## src/rtl/pwm_cmd_sequencer.sv

```systemverilog
// -----------------------------------------------------------------------------
// pwm_cmd_sequencer
//
// Walks a synchronous command ROM and hands each 16-bit PWM word to the PWM
// core over a valid/ready handshake. After the core accepts a word, that word
// is held for HOLD_TICKS pulses of the slow-rate tick enable before the next
// address is fetched. Two ROM words are reserved as markers: HALT_WORD ends
// the program and LOOP_WORD restarts it from address 0. start/stop give
// run control, and stop/halt/reset all leave SAFE_WORD on cmd_data.
// Everything runs on clk; the slow rate comes only from the tick enable.
//
// Ports
//   clk        in   1       system clock
//   rst        in   1       synchronous, active-high reset
//   tick       in   1       1-cycle slow-rate enable pulse
//   start      in   1       pulse: begin the program at address 0
//   stop       in   1       pulse: abort the program, drive SAFE_WORD
//   mem_en     out  1       ROM read enable
//   mem_addr   out  ADDR_W  ROM address
//   mem_data   in   DATA_W  ROM read data, valid the cycle after mem_en
//   cmd_valid  out  1       cmd_data offered to the PWM core
//   cmd_ready  in   1       PWM core accepts; transfer = cmd_valid & cmd_ready
//   cmd_data   out  DATA_W  command word to the PWM core
//   busy       out  1       high in every state except IDLE and DONE
//   done       out  1       1-cycle pulse when HALT_WORD is reached
// -----------------------------------------------------------------------------
module pwm_cmd_sequencer #(
    parameter int                 ADDR_W     = 8,
    parameter int                 DATA_W     = 16,
    parameter int                 HOLD_TICKS = 1,      // must be >= 1
    parameter logic [DATA_W-1:0]  HALT_WORD  = 16'hFFFF,
    parameter logic [DATA_W-1:0]  LOOP_WORD  = 16'hFFFE,
    parameter logic [DATA_W-1:0]  SAFE_WORD  = 16'h0000
) (
    input  logic              clk,
    input  logic              rst,
    input  logic              tick,
    input  logic              start,
    input  logic              stop,
    output logic              mem_en,
    output logic [ADDR_W-1:0] mem_addr,
    input  logic [DATA_W-1:0] mem_data,
    output logic              cmd_valid,
    input  logic              cmd_ready,
    output logic [DATA_W-1:0] cmd_data,
    output logic              busy,
    output logic              done
);

    // hold_cnt counts 0 .. HOLD_TICKS-1; the last tick ends the hold.
    localparam int CNT_W = (HOLD_TICKS > 1) ? $clog2(HOLD_TICKS) : 1;
    localparam logic [CNT_W-1:0] LAST_TICK = CNT_W'(HOLD_TICKS - 1);

    typedef enum logic [2:0] {
        IDLE,
        FETCH,
        MEM,
        ISSUE,
        HOLD,
        DONE
    } state_t;

    state_t           state;
    logic [CNT_W-1:0] hold_cnt;

    // NOTE: every register here is written with <= so all of them update from
    // the same pre-edge values; a blocking = would let later statements see
    // the new value and silently reorder the pipeline.
    always_ff @(posedge clk) begin
        if (rst) begin
            state     <= IDLE;
            hold_cnt  <= '0;
            mem_en    <= 1'b0;
            mem_addr  <= '0;
            cmd_valid <= 1'b0;
            cmd_data  <= SAFE_WORD;
            busy      <= 1'b0;
            done      <= 1'b0;
        end else if (stop) begin
            // stop overrides everything, including a start in the same cycle
            // and a handshake still in flight.
            state     <= IDLE;
            hold_cnt  <= '0;
            mem_en    <= 1'b0;
            mem_addr  <= '0;
            cmd_valid <= 1'b0;
            cmd_data  <= SAFE_WORD;
            busy      <= 1'b0;
            done      <= 1'b0;
        end else begin
            // mem_en and done are single-cycle strobes unless re-armed below.
            mem_en <= 1'b0;
            done   <= 1'b0;

            case (state)
                IDLE, DONE: begin
                    if (start) begin
                        state    <= FETCH;
                        mem_en   <= 1'b1;
                        mem_addr <= '0;
                        busy     <= 1'b1;
                    end
                end

                // mem_en is high during this cycle; the ROM answers next cycle.
                FETCH: state <= MEM;

                MEM: begin
                    if (mem_data == HALT_WORD) begin
                        state    <= DONE;
                        cmd_data <= SAFE_WORD;
                        busy     <= 1'b0;
                        done     <= 1'b1;
                    end else if (mem_data == LOOP_WORD) begin
                        state    <= FETCH;
                        mem_en   <= 1'b1;
                        mem_addr <= '0;
                    end else begin
                        state     <= ISSUE;
                        cmd_data  <= mem_data;
                        cmd_valid <= 1'b1;
                    end
                end

                // Ticks are ignored here, including one coinciding with the
                // transfer: the hold only starts counting in HOLD.
                ISSUE: begin
                    if (cmd_ready) begin
                        state     <= HOLD;
                        cmd_valid <= 1'b0;
                        hold_cnt  <= '0;
                    end
                end

                HOLD: begin
                    if (tick) begin
                        if (hold_cnt == LAST_TICK) begin
                            state    <= FETCH;
                            mem_en   <= 1'b1;
                            // Natural wrap at 2**ADDR_W-1 keeps the program running.
                            mem_addr <= mem_addr + ADDR_W'(1);
                        end else begin
                            hold_cnt <= hold_cnt + CNT_W'(1);
                        end
                    end
                end

                default: begin
                    state     <= IDLE;
                    cmd_valid <= 1'b0;
                    cmd_data  <= SAFE_WORD;
                    busy      <= 1'b0;
                end
            endcase
        end
    end

endmodule

```

## config.mk

```make
export PLATFORM = sky130hd
export DESIGN_NAME = pwm_cmd_sequencer
export DESIGN_NICKNAME = d
export VERILOG_FILES = /design/src/rtl/pwm_cmd_sequencer.sv
export SDC_FILE = /design/constraint.sdc
export NUM_CORES = 1
export LEC_CHECK = 0
export ABC_AREA = 1
export CORE_MARGIN = 4
export CORE_UTILIZATION = 50
export CTS_CLUSTER_DIAMETER = 120
export DETAILED_ROUTE_END_ITERATION = 7
export PLACE_DENSITY = 0.86
export SYNTH_ARGS = -nofsm -noshare
export SYNTH_HDL_FRONTEND = slang
export SYNTH_SLANG_ARGS = --single-unit
```

## constraint.sdc

```tcl
create_clock -name clk -period 3.5 [get_ports clk]
set_input_delay 0.525 -clock clk [delete_from_list [all_inputs] [get_ports clk]]
set_output_delay 0.525 -clock clk [all_outputs]
set_load 0.03 [all_outputs]
```

==> results.md <==
- largest driver fanout on the critical path: 5
- startpoint of the most critical register-to-register path: state[1]
- proportion of netlist area held by the largest area contributor: 0.3690
- fraction of synthesized cell area in xor and xnor cells: 0.005208
- # H-tree levels: 2
- Clk Latency, worst-skew pair: 350 ps
- synthesized instance count: 258
- setup repair after global routing missed its margin: no
- buffer levels on the longest clock path: 2
- post-synthesis share of cell area spent on and, or, nand and nor gates: 0.4115
- number of cells upsized or downsized after cts: 0
- share of the cycle needed by the critical path after routing: 0.5772
- number of port buffers: 49
- die outline width: 66.00 µm
- post-detailed-route DRC marker count: 0
- initial standard-cell utilization of the core: 0.5376
- max-cap viol count: 0
- biggest cell delay along the critical path: 710 ps
- DRT Pass-1 Iters: 4
- site row count: 20
- post-synthesis mux area share: 0
- Fin Setup TNS: 0 ps
- Critical Path Source Type: flip-flop
- total number of yosys warnings: 0
- Congestion Overflow GR: 0
- leakage power summed over all cells: 0.9566 nW
- routed wire length per instance: 11.23 µm
- First DRT Iteration DRCs: 94
- startpoint of the worst setup timing path: mem_addr[3]
- series of cell instances along the critical path: clkdlybuf4s50_1
- global-route total usage across every layer: 0.1961
- actual transition at the worst max-transition pin: 535.8 ps
- Mean Syn Cell Area: 6.518 µm²
- Compound-Gate Fraction of Synth Area: 0.09449
- layout cell share with drive strength beyond 1: 0.1194
- via count: 1675
- Seq cells post-synth: 31
- Worst Setup Slack post-DPL: 1233 ps
- synth top area cells: dfxtp_1, nand2_1, nor2_1
- post-synthesis sequential area ratio: 0.3690
- top cell type by total area after synthesis: dfxtp_1
- Total Nets Final: 332
- critical path capture point type: primary output
- routability-driven placement congestion ratio: 0.8304
- wire length of the first global-routing pass: 6541 µm
- normalized max-slew margin: 0.6424
- clock-pin slew on the worst setup and hold paths: 100 ps
- CTS tree: yes
- buffer cell driving the clock tree root: clkbuf_4
- mean number of vias per cell: 4.732
- post-CTS setup buffer count: 0
- slowest library cell on the worst path: clkdlybuf4s50_1
- Worst Setup Slack, final: 1480 ps
- data arrival time of the critical path: 1500 ps
- placed wire-length estimate after detailed placement: 2991 µm
- number of endpoints failing setup at the final stage: 0
- diodes inserted: 0
- Fillers: 277
- count of final max-slew check failures: 0
- wire length reported by the detailed router: 3976 µm
- antenna violation net count after detailed routing: 0
- net count of the mapped netlist: 281
- maximum vdd drop: 0.0002072 V
- number of antenna violations at the first check in global routing: 0
- most common library cell in the layout ignoring fill and taps: nand2_1
- Adder-Cell Fraction of Synth Area: 0.007440
- maximum number of pins on one net before global-route repair: 27
- Bufs and invs on worst path: 1
- status: finished clean
- hold_buf cts: 0
- number of global-route vias before repair: 1529
- final hold violations: 0
- power density over cell area: 323.3 mW/mm²
- most frequent cells in the layout: nand2_1, clkdlybuf4s50_1, nor2_1
- total die area: 0.004355 mm²
- clock skew: 10.47 ps
- worst hold-check path type: reg -> reg
- synth unique cells: 27
- placeable core region: 0.003128 mm²
- Area Growth Syn to Fin: 33.93%
- number of sinks handled by clock tree synthesis: 31
- number of primary I/O pins: 50
- die span in y: 66.00 µm
- Final Critical Period: 2020 ps
- number of clock buffers inserted by TritonCTS: 5
- Netlist Area Pre-Place: 0.001682 mm²
- max frequency: 0.4950 GHz
- category of the critical setup timing path: reg -> out
- family of cells with the greatest summed delay on the critical path: buffers and inverters
- critical path data required time: 2970 ps
- hold path startpoint: cmd_data[0]
- largest family of logic cells by synthesized area: simple AND/OR/NAND/NOR gates
==> path summary, 6_finish.rpt <==
| kind | endpoint | slack (ps) | cells after the start |
|---|---|---|---|
| worst min-delay path | cmd_data[0] | 490 | 2 |
| worst min register to register | cmd_data[0] | 490 | 2 |
| worst max register to register | cmd_data[5] | 1920 | 8 |
| worst max-delay path | mem_addr[3] | 1480 | 1 |
==> metal layers <==
metal,GRT usage,share of wire,vias to the layer above
li1,-,-,893
met5,0,0,-
met4,0.09137,0.020,0
met3,0.06803,0.059,8
met1,0.2339,0.46,724
met2,0.3141,0.47,50
==> flip-flops by register name, summed over array words and instances (netlist names) <==
| signal | flops |
|---|---|
| cmd_data | 16 |
| mem_addr | 8 |
| state | 3 |
| busy | 1 |
| cmd_valid | 1 |
| done | 1 |
| mem_en | 1 |
==> kinds of logic after synthesis <==
| group | after synthesis |
|---|---|
| xor gates and xnor gates | 1 |
| adders and majority gates | 1 |
| and+or+nand+nor | 154 |
| DFF | 31 |
| AOI/OAI and AO/OA | 29 |
| buffers and inverters | 42 |
==> stage by stage <==
stage	cell area (µm²)	util	hold slack, ps	power, W	std cells
6_report	2252	0.7200	490.5	0.0007281	354
5_1_grt	2252	0.7200	508.8	0.0007617	354
4_1_cts	2252	0.7200	489.6	0.0007309	354
3_5_place_dp	2183	0.6980	470.2	0.0004904	346
3_3_place_gp	2183	0.6980	467.4	0.0004892	346
2_1_floorplan	1682	-	479.1	0.0004446	258
==> final cells by class <==
type,instances,area [µm²],share of cell area
timing repair buffer,50,498.0,0.2211
inverter,36,137.6,0.06111
sequential,31,620.6,0.2756
clock buffer,8,68.82,0.03056
multi-input combinational,185,872.1,0.3872
tap,44,55.05,0.02444
==> Yosys cell counts <==
cell,number
o21bai_1,1
a21oi_1,18
nor3_1,2
nand2_2,5
buf_6,2
nand2_4,3
nand3_2,1
inv_1,28
xor2_1,1
nand3_1,12
inv_2,7
nor2_1,45
nor3b_1,2
dfxtp_1,31
buf_8,1
inv_4,1
buf_2,2
clkbuf_1,1
nor2_4,3
o21ai_0,3
nand2_1,71
nor2_2,6
o21ai_1,4
a21oi_2,3
ha_1,1
nor4_1,1
nand4_1,3
==> power breakdown <==
part	leakage [nW]	total (W)	internal (W)	switching, W
Sequential	0.251	0.000366	0.000360	0.00000612
Combinational	0.667	0.000116	0.0000508	0.0000653
Clock	0.0386	0.000246	0.000118	0.000128
Power figures use the tool's default switching activity.
